File: config.mk
export PLATFORM = sky130hd
export DESIGN_NAME = branch_target_predictor
export DESIGN_NICKNAME = d
export VERILOG_FILES = /design/src/rtl/branch_target_predictor.sv
export SDC_FILE = /design/constraint.sdc
export NUM_CORES = 2
export LEC_CHECK = 0
export BUFFER_PORTS_ARGS = -buffer_cell sky130_fd_sc_hd__buf_2
export CAP_MARGIN = 20
export CORE_MARGIN = 2
export CORE_UTILIZATION = 50
export CTS_BUF_LIST = sky130_fd_sc_hd__clkbuf_8 sky130_fd_sc_hd__clkbuf_16
export DETAILED_ROUTE_END_ITERATION = 16
export PLACE_DENSITY = 0.67
export REMOVE_ABC_BUFFERS = 1
export SLEW_MARGIN = 20
export SYNTH_ARGS = -nofsm -noshare
export SYNTH_HDL_FRONTEND = slang
export SYNTH_SLANG_ARGS = --single-unit
File: constraint.sdc
create_clock -name clk -period 4.41 [get_ports clk]
set_clock_uncertainty 0.15 [all_clocks]
set_input_delay 0.2205 -clock clk [delete_from_list [all_inputs] [get_ports clk]]
set_output_delay 0.2205 -clock clk [all_outputs]
set_load 0.05 [all_outputs]
File: src/rtl/branch_target_predictor.sv
// branch_target_predictor
//   Direct-mapped branch target buffer. Each entry holds a valid bit, a tag,
//   a target and a saturating direction counter. Fetch looks the table up
//   combinationally; decode trains a hit entry or allocates a new one on a
//   taken miss. Two saturating statistics counters track allocations and
//   update hits.
//
// Ports
//   clk, rst_n           clock, async active-low reset
//   flush                invalidate all entries at the next edge
//   pc4_f                fetch-side PC+4 to look up
//   hit_f/taken_f/target_f  lookup result (combinational)
//   upd_valid/upd_pc4/upd_taken/upd_target  resolved-branch update
//   alloc_count          saturating count of allocations
//   upd_hit_count        saturating count of updates that hit
module branch_target_predictor #(
  parameter int IDX_W  = 4,
  parameter int CNT_W  = 2,
  parameter int STAT_W = 16
) (
  input  logic              clk,
  input  logic              rst_n,
  input  logic              flush,
  input  logic [31:0]       pc4_f,
  output logic              hit_f,
  output logic              taken_f,
  output logic [31:0]       target_f,
  input  logic              upd_valid,
  input  logic [31:0]       upd_pc4,
  input  logic              upd_taken,
  input  logic [31:0]       upd_target,
  output logic [STAT_W-1:0] alloc_count,
  output logic [STAT_W-1:0] upd_hit_count
);

  localparam int ENTRIES = 1 << IDX_W;
  localparam int TAG_W   = 30 - IDX_W;

  // Weakly taken is the lower edge of the upper half; weakly not-taken sits
  // just below it (0 for a single-bit counter).
  localparam logic [CNT_W-1:0] CNT_WT  = CNT_W'(1 << (CNT_W - 1));
  localparam logic [CNT_W-1:0] CNT_WNT = CNT_W'((1 << (CNT_W - 1)) - 1);
  localparam logic [CNT_W-1:0] CNT_MAX = '1;

  logic [ENTRIES-1:0] r_valid;
  logic [TAG_W-1:0]   r_tag    [ENTRIES];
  logic [31:0]        r_target [ENTRIES];
  logic [CNT_W-1:0]   r_cnt    [ENTRIES];
  logic [STAT_W-1:0]  r_alloc_count;
  logic [STAT_W-1:0]  r_upd_hit_count;

  logic [IDX_W-1:0] w_idx_f;
  logic [TAG_W-1:0] w_tag_f;
  logic [IDX_W-1:0] w_idx_u;
  logic [TAG_W-1:0] w_tag_u;
  logic             w_hit_f;
  logic             w_hit_u;
  logic             w_unused_pc_bits;

  assign w_idx_f = pc4_f[IDX_W+1:2];
  assign w_tag_f = pc4_f[31:IDX_W+2];
  assign w_idx_u = upd_pc4[IDX_W+1:2];
  assign w_tag_u = upd_pc4[31:IDX_W+2];
  // Byte-offset bits never take part in indexing or tagging.
  assign w_unused_pc_bits = ^{pc4_f[1:0], upd_pc4[1:0]};

  assign w_hit_f = r_valid[w_idx_f] && (r_tag[w_idx_f] == w_tag_f);
  assign w_hit_u = r_valid[w_idx_u] && (r_tag[w_idx_u] == w_tag_u);

  assign hit_f         = w_hit_f;
  assign taken_f       = w_hit_f && r_cnt[w_idx_f][CNT_W-1];
  assign target_f      = w_hit_f ? r_target[w_idx_f] : 32'h0;
  assign alloc_count   = r_alloc_count;
  assign upd_hit_count = r_upd_hit_count;

  always_ff @(posedge clk or negedge rst_n) begin
    if (!rst_n) begin
      r_valid         <= '0;
      r_alloc_count   <= '0;
      r_upd_hit_count <= '0;
      for (int i = 0; i < ENTRIES; i++) begin
        r_tag[i]    <= '0;
        r_target[i] <= '0;
        r_cnt[i]    <= CNT_WNT;
      end
    end else if (flush) begin
      // Flush wins over a same-cycle update, stats included.
      r_valid <= '0;
    end else if (upd_valid) begin
      if (w_hit_u) begin
        if (upd_taken) begin
          if (r_cnt[w_idx_u] != CNT_MAX) r_cnt[w_idx_u] <= r_cnt[w_idx_u] + CNT_W'(1);
          r_target[w_idx_u] <= upd_target;
        end else if (r_cnt[w_idx_u] != '0) begin
          r_cnt[w_idx_u] <= r_cnt[w_idx_u] - CNT_W'(1);
        end
        if (r_upd_hit_count != '1) r_upd_hit_count <= r_upd_hit_count + STAT_W'(1);
      end else if (upd_taken) begin
        // Allocation simply overwrites whatever aliased into this slot.
        r_valid[w_idx_u]  <= 1'b1;
        r_tag[w_idx_u]    <= w_tag_u;
        r_target[w_idx_u] <= upd_target;
        r_cnt[w_idx_u]    <= CNT_WT;
        if (r_alloc_count != '1) r_alloc_count <= r_alloc_count + STAT_W'(1);
      end
    end
  end

endmodule

==> reports/results.ini <==
[sta]
slew_headroom = 0.3489
hold_ws_ns = 0.006979
tightest_slew_ns = 0.9766
hold_viol_final = 0
setup_viol = 0
finalCritPeriodShare = 0.9752
final_max_slew_viol_count = 0
fin_ws_ns = 0.1094
fmax_mhz = 232.5
period_needed_ns = 4.301

[yosys]
ys_async_sr_fraction = 1.000
yosysTopAreaCellShare = 0.4941
netlist_top_cells_area = dfrtp_1 49%, mux2_2 21%, mux4_2 17%
synth_edf_count = 0
syn_area_sq_mm = 0.05024
ys_seq_elements = 1008
ys_warn_count = 0
synth_ff_type = dfrtp_1
ys_types = 74
synth.avg_cell_area_sq_um = 15.40
synthCells = 3263
synth_top_cell_by_area = dfrtp_1
synth-seq-area-share = 0.5025

[setup_path]
cpPeakStageDelay_ns = 0.56
critPathArrivalTime_ns = 3.93
r2r_slack_ns = 0.37
cp_common_cell = mux4_2
crit_path_end_kind = output port
cp_slowest_cell = mux4_2
reg2reg_to = r_valid[11]
cp_max_fo = 34
cp-start-kind = register
cp_data_required_time_ns = 4.04
r2r_cells = 12
critical_path_class = register to output port
cp_cell_sequence = mux4_2, mux4_2, xnor2_1, nand4_1, nor4_4, buf_12, and3_1, buf_2
r2r_start = r_tag[27]

[placed_design]
postPlaceCellArea_sq_mm = 0.05346
gp_congestion = 0.8505
place_hpwl_mm = 85.40
port_buffers = 162
place_ws_ns = 0.09913

[clock_tree]
clock_path_buffers = 3
numCtsBuffers = 110
clkSinkCount = 1008
cts_setup_buffers = 0
tritoncts = built
root_buffer = clkbuf_16
clkLatencyLatePin_ns = 0.73
h-tree-depth = 3
path_clk_slew_ns = 0.06

[cells_and_area]
fin_area_sq_mm = 0.05797
area_growth_pct = 15.38
final_cell_mix = 992 x dfrtp_1, 940 x mux2_2, 376 x mux4_2, 146 x buf_2, 110 x clkbuf_16
drive_gt1_frac = 0.5294
nets = 3572
final_common_cell = dfrtp_1

[route]
dr_total_vias = 30790
routed_via_density = 6.336
wl_per_cell_um = 28.65
routed_wl_mm = 139.2
dr.pass1.iters = 5
ant_nets = 0
drc_errors = 0
drtIter0Drc = 2523

[die]
pin_count = 167
start_util = 0.5031
fp.coreArea_sq_mm = 0.09986
fp.dieArea_sq_mm = 0.1030
rows = 116
die_w_um = 321.0
die-height_um = 321.0

[global_routing]
grt_max_degree = 152
grt_pass1_wl_mm = 213.5
grt_pass1_vias = 33500
grt_use_total = 0.2750
antenna_found_initial = 3
overflow = 0

[min_path]
min_path_type = input port to asynchronous set/reset pin

[outcome]
status = complete, no violations

[power]
p_leak_nw = 26.72
power.density_mw_per_mm2 = 421.4
finalPower_mw = 24.43
vdd_drop_max_mv = 0.4092

[flow_run]
maxCapViolCount = 0

-- cells by family after synthesis --
group,after synthesis,synth area share
DFF,1008,0.5025
AOI/OAI and AO/OA,135,0.01868
adders and majority gates,4,0.0009962
and+or+nand+nor,268,0.02971
xor gates and xnor gates,78,0.01360
muxes,1444,0.4052
buffers and inverters,326,0.02934
-- sequential cells by signal, summed over array words and instances, names as in the netlist --
register       flops
upd_hit_count     16
alloc_count       16
r_tag            416
r_valid           16
r_cnt             32
r_target         512
-- repair_timing --
action	in CTS	in global routing
setup endpoints to repair	0	4
resized for setup	0	2
hold buffers	64	0
endpoints found under the hold margin	1041	0
-- power by group --
group	leakage [nW]	switching (mW)	internal (mW)	total, mW
Clock	1.99	3.94	5.65	9.59
Combinational	11.4	1.57	2.09	3.66
Sequential	13.3	0.756	10.4	11.2
-- metrics by stage --
| stage | std cells | TNS, ns | util |
|---|---|---|---|
| global placement | 4589 | 0 | 0.5353 |
| detailed placement | 4589 | 0 | 0.5353 |
| global route | 4859 | -0.07481 | 0.5805 |
| finish | 4859 | 0 | 0.5805 |
| CTS | 4857 | 0 | 0.5804 |
| floorplan | 2969 | -0.9892 | - |
-- synth_stat cells, types with 8 or more instances --
master and number:
dfrtp_1 992, mux2_2 940, mux4_2 376, clkbuf_1 169, mux2i_1 108, nand2_1 68
xnor2_1 57, buf_1 46, nor2_1 41, and3_1 40, buf_2 38, o21ai_0 37
inv_1 31, buf_4 30, nand3_1 21, nand4_1 21, xor2_1 21, mux2_1 20
a22oi_1 19, nor3_1 18, dfstp_2 16, a21oi_1 11, o22ai_1 11, buf_6 9
nand2_4 9, nand2b_1 8, nor2b_1 8
-- layer usage --
layer | part of all wire | GRT usage
met1 | 0.41 | 0.3648
met2 | 0.51 | 0.4658
met3 | 0.053 | 0.04206
met4 | 0.031 | 0.09086
met5 | 0.000057 | 0
-- cell type report --
cell class / instances / area [sq um]
clock inverters: 61 / 646.9
diodes: 2 / 5.005
multi-input cells: 1929 / 23630
fillers: 7606 / 41890
inverters: 32 / 120.1
clock buffers: 143 / 3207
well taps: 1298 / 1624
flip-flops and latches: 1008 / 25240
repair buffers: 386 / 3490
-- worst max path at each step --
| stage | start | cells after the start | end |
|---|---|---|---|
| finish | r_tag[155] | 8 | target_f[17] |
| global route | r_tag[109] | 8 | target_f[18] |
| CTS | r_tag[155] | 8 | target_f[18] |
| detailed placement | upd_pc4[2] | 14 | alloc_count[7] |
| global placement | upd_pc4[2] | 13 | r_cnt[26] |
| floorplan | upd_valid | 5 | r_tag[26] |
-- worst max-delay path: cells and delay by family, from the launching register on --
family        cells  cell delay (ns)
simple gates      3             0.95
flops             1             0.39
mux               2             1.05
buf+inv           2             0.54
xor+xnor          1             0.16
Power figures use the tool's default switching activity.
